[src/rtl/inst_queue.sv]
// Instruction queue between fetch and dispatch: circular buffer with
// a registered count, flushed by decoder redirects and ROB mispredicts.
module inst_queue #(
  parameter int DEPTH        = 16,
  parameter int IDWidth      = 32,
  parameter int AddressWidth = 32
) (
  input  logic                    clk_in,
  input  logic                    rst_n_in,
  input  logic                    rdy_in,
  input  logic                    if_instqueue_en_in,
  input  logic [IDWidth-1:0]      if_instqueue_inst_in,
  input  logic [AddressWidth-1:0] if_instqueue_pc_in,
  output logic                    instqueue_if_full_out,
  input  logic                    dispatcher_instqueue_rdy_in,
  output logic                    instqueue_decoder_en_out,
  output logic [IDWidth-1:0]      instqueue_decoder_inst_out,
  output logic [AddressWidth-1:0] instqueue_decoder_pc_out,
  input  logic                    decoder_instqueue_rst_in,
  input  logic                    rob_instqueue_rst_in,
  output logic [$clog2(DEPTH):0]  instqueue_count_out
);

  localparam int PW = $clog2(DEPTH);
  localparam int CW = PW + 1;
  localparam logic [CW-1:0] FullCnt = CW'(DEPTH);

  logic [IDWidth-1:0]      inst_mem_q [DEPTH];
  logic [AddressWidth-1:0] pc_mem_q   [DEPTH];

  logic [PW-1:0] head_q, head_d;
  logic [PW-1:0] tail_q, tail_d;
  logic [CW-1:0] count_q, count_d;
  logic          full_q, full_d;

  logic flush;
  logic pop;
  logic push;

  assign flush = decoder_instqueue_rst_in
               | rob_instqueue_rst_in;

  // Decoder flush is deliberately absent here: it is a function of en_out.
  assign pop = rdy_in
            && (count_q != '0)
            && dispatcher_instqueue_rdy_in
            && !rob_instqueue_rst_in;

  // Full check uses the pre-pop count, so a push into a full queue drops.
  assign push = rdy_in
             && if_instqueue_en_in
             && (count_q != FullCnt)
             && !flush;

  always_comb begin
    head_d  = head_q;
    tail_d  = tail_q;
    count_d = count_q;
    if (rdy_in) begin
      if (flush) begin
        head_d  = '0;
        tail_d  = '0;
        count_d = '0;
      end else begin
        if (pop) begin
          head_d = head_q + PW'(1);
        end
        if (push) begin
          tail_d = tail_q + PW'(1);
        end
        unique case ({push, pop})
          2'b10:   count_d = count_q + CW'(1);
          2'b01:   count_d = count_q - CW'(1);
          default: count_d = count_q;
        endcase
      end
    end
    full_d = (count_d == FullCnt);
  end

  always_ff @(posedge clk_in or negedge rst_n_in) begin
    if (!rst_n_in) begin
      head_q  <= '0;
      tail_q  <= '0;
      count_q <= '0;
      full_q  <= 1'b0;
    end else begin
      head_q  <= head_d;
      tail_q  <= tail_d;
      count_q <= count_d;
      full_q  <= full_d;
    end
  end

  always_ff @(posedge clk_in) begin
    if (push) begin
      inst_mem_q[tail_q] <= if_instqueue_inst_in;
      pc_mem_q[tail_q]   <= if_instqueue_pc_in;
    end
  end

  assign instqueue_decoder_en_out   = pop;
  assign instqueue_decoder_inst_out = inst_mem_q[head_q];
  assign instqueue_decoder_pc_out   = pc_mem_q[head_q];
  assign instqueue_if_full_out      = full_q;
  assign instqueue_count_out        = count_q;

endmodule

[config.mk]
export PLATFORM = sky130hd
export DESIGN_NAME = inst_queue
export DESIGN_NICKNAME = d
export VERILOG_FILES = /design/src/rtl/inst_queue.sv
export SDC_FILE = /design/constraint.sdc
export NUM_CORES = 1
export LEC_CHECK = 0
export CAP_MARGIN = 0
export CORE_AREA = 2 2 366 368
export DETAILED_ROUTE_END_ITERATION = 10
export DIE_AREA = 0 0 368 370
export PLACE_DENSITY_LB_ADDON = 0.15
export SYNTH_ARGS = -nofsm -noshare
export SYNTH_HDL_FRONTEND = slang
export SYNTH_SLANG_ARGS = --single-unit
[constraint.sdc]
create_clock -name clk_in -period 4.2 [get_ports clk_in]
set_input_delay 0.84 -clock clk_in [delete_from_list [all_inputs] [get_ports clk_in]]
set_output_delay 0.84 -clock clk_in [all_outputs]
set_load 0.1 [all_outputs]
Word-level counts from Yosys, hierarchy flattened. Memory sizes are Yosys's and may differ from the RTL's. Cells that the tools add are included.

Register bits after elaboration: 14. Bits in latches: 0. Memory bits (writable): 1024. Memory bits (read-only): 0. Logic and storage cells: 37. Memories kept: 2.

Add/sub/neg operators: 4. $mul: 0. Div/mod/pow operators: 0. Magnitude comparators: 0. Equality and inequality tests: 4. Shift operators: 0. Multiplexer cells: 9. Bitwise logic cells: 1. Reduce and logical (&&, ||, !) cells: 13.

Memories: inst_mem_q (depth 16, width 32, rd ports 1, clocked after memory_dff 0, write ports 1, RTL line 28) `logic [IDWidth-1:0] inst_mem_q [DEPTH];`; pc_mem_q (depth 16, width 32, rd ports 1, clocked after memory_dff 0, write ports 1, RTL line 29) `logic [AddressWidth-1:0] pc_mem_q [DEPTH];`.

Operators with widths (number): $mux 4 (4); $mux 5 (2); $pmux 5 s2 (1); $add 4x1->4 const B (2); $logic_and 1x1->1 (6); $add 5x1->5 const B (1); $eq 5x5->1 const B (1); $ne 5x5->1 const B (1); $reduce_bool 5->1 (1); $sub 5x1->5 const B (1); $reduce_and 2->1 (2); $reduce_bool 2->1 (2); $eq 2x1->1 const B (1); $eq 2x2->1 const B (1); $logic_not 1->1 (2); $mux 1 (2); $or 1x1->1 (1).

Longest topological paths before layout. Gate-level depths: netlist (run 1).

Depth after elaboration: 9. Mapped depth: 14.

Worst setup path after synthesis (run 1). Ideal clock, no wire load.

Path type: register to register. Start: register count_q[2] (netlist: instqueue_count_out[2]). End: register full_q (netlist: instqueue_if_full_out). Library setup time: 0.126 ns. Data arrival time: 4.953 ns. Required time: 4.074 ns. Setup slack: -0.878 ns. Cell stages (with the launch flop): 13. Path buffers: 2. Path through: dfrtp_1 > buf_2 > nor4_1 > a211oi_2 > ha_1 > buf_2 > xor2_1 > ha_1 > nor3b_1 > a2111oi_0 > o21ai_0 > a311o_1 > nor4bb_1.

Longest elaborated chain between the ends: 9.

Ends and longest elaborated chain: start, declared (RTL line 33) `logic [CW-1:0] count_q, count_d;`; start signal, assigned (RTL line 90) `count_q <= count_d;`; $reduce_bool 5->1 * (RTL line 45) `&& (count_q != '0)`; $logic_and 1x1->1 * (RTL line 45); $logic_and 1x1->1 * (RTL line 46) `&& dispatcher_instqueue_rdy_in`; $logic_and 1x1->1 * (RTL line 47) `&& !rob_instqueue_rst_in;`; named net instqueue_decoder_en_out (RTL line 16) `output logic instqueue_decoder_en_out,`; $eq 2x1->1 or $eq 2x2->1 (tied branches) (RTL line 71) `unique case ({push, pop})`; $pmux 5 s2 * (RTL line 71); $mux 5 * (RTL line 60) `if (flush) begin`; $mux 5 * (RTL line 59) `if (rdy_in) begin`; named net count_d[4] (RTL line 33); $eq 5x5->1 * (RTL line 78) `full_d = (count_d == FullCnt);`; named net full_d (RTL line 34) `logic full_q, full_d;`; end signal, assigned (RTL line 91) `full_q <= full_d;`; end, declared (RTL line 34).

Mark *: on every way through the listed nets, which the timed path passes. The rest lies on a longest branch. A chain may end at the register's enable or synchronous reset.

Worst setup path after layout (run 1).
Start: register head_q[1]. End: output instqueue_decoder_pc_out[30].

Longest elaborated chain between the ends: 1.

Ends and longest elaborated chain: start, declared (RTL line 31) `logic [PW-1:0] head_q, head_d;`; start signal, assigned (RTL line 83) `head_q <= '0;`; start signal, assigned (RTL line 88) `head_q <= head_d;`; $mem_v2 16x32; end, declared (RTL line 18) `output logic [AddressWidth-1:0] instqueue_decoder_pc_out,`.

No other way between the ends.

==> flow_metrics.py, run 1 <==
metrics = {
    "status": {
        "status": "finished, final reports clean",
    },
    "yosys": {
        "synthDistinctLibCells": 43,
        "synth-main-ff-cell": "edfxtp_1",
        "synth_async_sr_flop_share_pct": 1.35,
        "yosysTopAreaCellShare_pct": 77.8,
        "avgSynthCellArea_um2": 25.7,
        "seq_area_frac_synth_pct": 78.7,
        "syn_inst": 1540,
        "yosys.area.top_type": "edfxtp_1",
        "ys_seq_elements": 1038,
        "yosys-top-cells-area": "edfxtp_1 78%, mux4_2 18%, dfrtp_1 0.89%, buf_6 0.71%, clkbuf_1 0.26%",
        "synth-edff-count": 1024,
        "syn_nets": 1619,
        "yosys_warnings": 0,
        "syn_area_um2": 39500,
    },
    "floorplanning": {
        "core_um2": 132000,
        "io_pins": 142,
        "initial_core_util_pct": 29.8,
        "row_count": 134,
        "die_h_um": 370,
        "dieArea_um2": 136000,
        "die_w_um": 368,
    },
    "timing": {
        "relSlewSlack_pct": 34.8,
        "max_freq_mhz": 253,
        "finClkSkew_ns": 0.0178,
        "finalHoldViolations": 0,
        "rsz0062_at_grt": "no",
        "fin_ws_ns": 0.253,
        "min_period_ns": 3.95,
        "setup_tns_ns": 0,
        "slew_viol_final": 0,
        "setup_viol_count_final": 0,
        "tightestPinTransition_ns": 0.976,
        "fin_crit_sh_pct": 94.0,
    },
    "placed_design": {
        "port_buffers": 141,
        "dp_hpwl_um": 52800,
        "preCtsSetupSlack_ns": 0.249,
        "place_congestion": 0.729,
    },
    "worst_setup_path": {
        "reg2reg_slack_ns": 0.54,
        "r2r_start": "instqueue_count_out[1]",
        "arrival_ns": 3.11,
        "critical-path-top-delay-family": "multiplexers",
        "path_class": "reg2out",
        "end_kind": "primary output",
        "slowest_stage": "dfrtp_4",
        "r2r_cells": 12,
        "worst-path-max-fanout": 53,
        "critical_path_buf_inv_count": 2,
        "required_ns": 3.36,
        "reg2reg_to": "instqueue_if_full_out",
        "startpoint_type": "flip-flop",
        "cpMostUsedCell": "mux4_2",
        "crit_chain": "buf_12, mux4_2, mux4_2, buf_4",
        "critPathLaunch": "head_q[1]",
        "critPathMaxStageDelay_ns": 0.74,
    },
    "route": {
        "post_drt_wl_per_cell_um": 26.5,
        "detail_route.wirelength_um": 97100,
        "antenna_left": 0,
        "drtIter0Drc": 1532,
        "via_count": 17300,
        "drc": 0,
        "vias_per_cell": 4.72,
        "dr.pass1.iters": 4,
    },
    "cts": {
        "clk_path_buf_depth": 3,
        "clk_latency_ns": 0.69,
        "h-tree-depth": 3,
        "clk_transition_reported_paths_ns": 0.06,
        "cts_hold_buf": 0,
        "cts_tree": "done",
        "cts_buffers": 112,
        "clock_sinks": 1038,
        "root_buffer": "clkbuf_16",
        "cts.repair.resized": 0,
    },
    "final_layout": {
        "drive_gt1_share_pct": 34.4,
        "final_common_cell": "edfxtp_1",
        "fillers": 12100,
        "nets": 1872,
        "mostFrequentLayoutCells": "1024 x edfxtp_1, 320 x mux4_2, 114 x clkbuf_16, 97 x buf_12, 76 x clkdlybuf4s50_1",
        "area.growth.synth_to_final_pct": 21.3,
    },
    "global_routing": {
        "grt_pass1_wl_um": 139000,
        "gr-total-overflow": 0,
        "antenna_found_initial": 11,
        "grt.total_usage_pct": 14.3,
        "grt_pass1_vias": 19000,
        "grt_max_degree": 65,
    },
    "power_and_ir_drop": {
        "pwr-share-comb_pct": 2.2,
        "clkPwrFrac_pct": 44.7,
        "power_leakage_nw": 14.4,
        "ir_drop_uv": 348,
        "seqPwrFrac_pct": 53.0,
        "p_per_area_nw_per_um2": 448,
        "p_switching_mw": 4.34,
        "power_mw": 21.5,
        "cellInternalPower_mw": 17.2,
        "switching_share_pct": 20.2,
    },
    "job": {
        "cap_violations": 0,
    },
    "worst_hold_path": {
        "hp-class": "in2async",
    },
}
how the worst max path moves through the flow:
stage / slack (ns) / endpoint / cells past startpoint
final: 0.25 / instqueue_decoder_pc_out[30] / 4
after global routing: 0.14 / instqueue_decoder_pc_out[30] / 4
after CTS: 0.16 / instqueue_decoder_pc_out[30] / 4
after detailed placement: 0.25 / instqueue_if_full_out / 12
after global placement: 0.22 / instqueue_if_full_out / 12
after floorplan: 0.07 / instqueue_if_full_out / 12
final cells by class:
type                    instances  area [um^2]  share of cell area [%]
flip-flops and latches       1038        31100                    64.9
well taps                    1768         2210                    4.61
clock buffers                 144         2970                    6.19
multi-input cells             420         7950                    16.6
inverters                       5         18.8                  0.0391
diodes                          4         10.0                  0.0209
clock inverters                69          634                    1.32
repair buffers                216         3030                    6.31
Yosys cell counts, drive strengths merged (2+ instances only):
cell type,number
mux4,320
nand2b,2
nor3,5
edfxtp,1024
nand3,2
nor4,2
a22o,4
nor2,9
and2,13
nand2,6
clkbuf,27
or2,4
buf,50
inv,5
o21ai,8
a311o,2
a21oi,3
nand4,2
xor2,3
and3,6
dfrtp,14
mux2i,3
a211oi,2
nor3b,2
ha,8
or3b,2
nor2b,4
layer usage:
metal	up-vias	track usage [%]	share of wire, %
met5	-	0	0.071
met4	12	3.55	2.2
met3	144	3.06	4.4
met2	299	24.8	52
met1	9549	18.2	42
li1	7276	-	-
kinds of logic after synthesis:
logic type | count (synthesis) | synth area share (%)
multiplexers | 324 | 18.3
AO/OA/AOI/OAI | 23 | 0.405
XOR/XNOR | 4 | 0.0887
flip-flops | 1038 | 78.7
AND/OR/NAND/NOR | 61 | 0.880
buffers and inverters | 82 | 1.30
adder cells (fa/ha/maj) | 8 | 0.253
power groups by stage:
stage               registers (mW)  logic [mW]  clock network [mW]
floorplan                     11.6       0.183                   0
global placement              11.6       0.465                   0
detailed placement            11.6       0.482                   0
CTS                           11.4       0.485                9.90
global route                  11.4       0.509                10.3
finish                        11.4       0.474                9.62
flip-flops by register name (all words and copies together), names as in the netlist:
signal                 count
instqueue_count_out        5
instqueue_if_full_out      1
inst_mem_q               512
pc_mem_q                 512
tail_q                     4
head_q                     4
per-stage QoR:
| step | cell area, um^2 | hold slack, ns | instances | utilization [%] |
|---|---|---|---|---|
| 6_report | 47900 | 0.578 | 3664 | 36.2 |
| 5_1_grt | 47900 | 0.571 | 3661 | 36.2 |
| 4_1_cts | 47900 | 0.540 | 3660 | 36.2 |
| 3_5_place_dp | 44300 | 0.577 | 3442 | 33.4 |
| 3_3_place_gp | 44300 | 0.572 | 3442 | 33.4 |
| 2_1_floorplan | 39500 | 0.530 | 1540 | - |
timing repair:
item / in CTS / in global routing
endpoints found under the hold margin: 0 / 0
buffers inserted: 5 / 0
setup endpoints to repair: 29 / 0
(Power assumes the default switching activity.)
==> inputs of run 2 (changes only) <==
--- a/config.mk
+++ b/config.mk
@@ -13,3 +13,4 @@
 export SYNTH_ARGS = -nofsm -noshare
 export SYNTH_HDL_FRONTEND = slang
 export SYNTH_SLANG_ARGS = --single-unit
+export TNS_END_PERCENT = 5
==> results of run 2 <==
The final DEF is identical to that of run 1; final timing and power are the same.
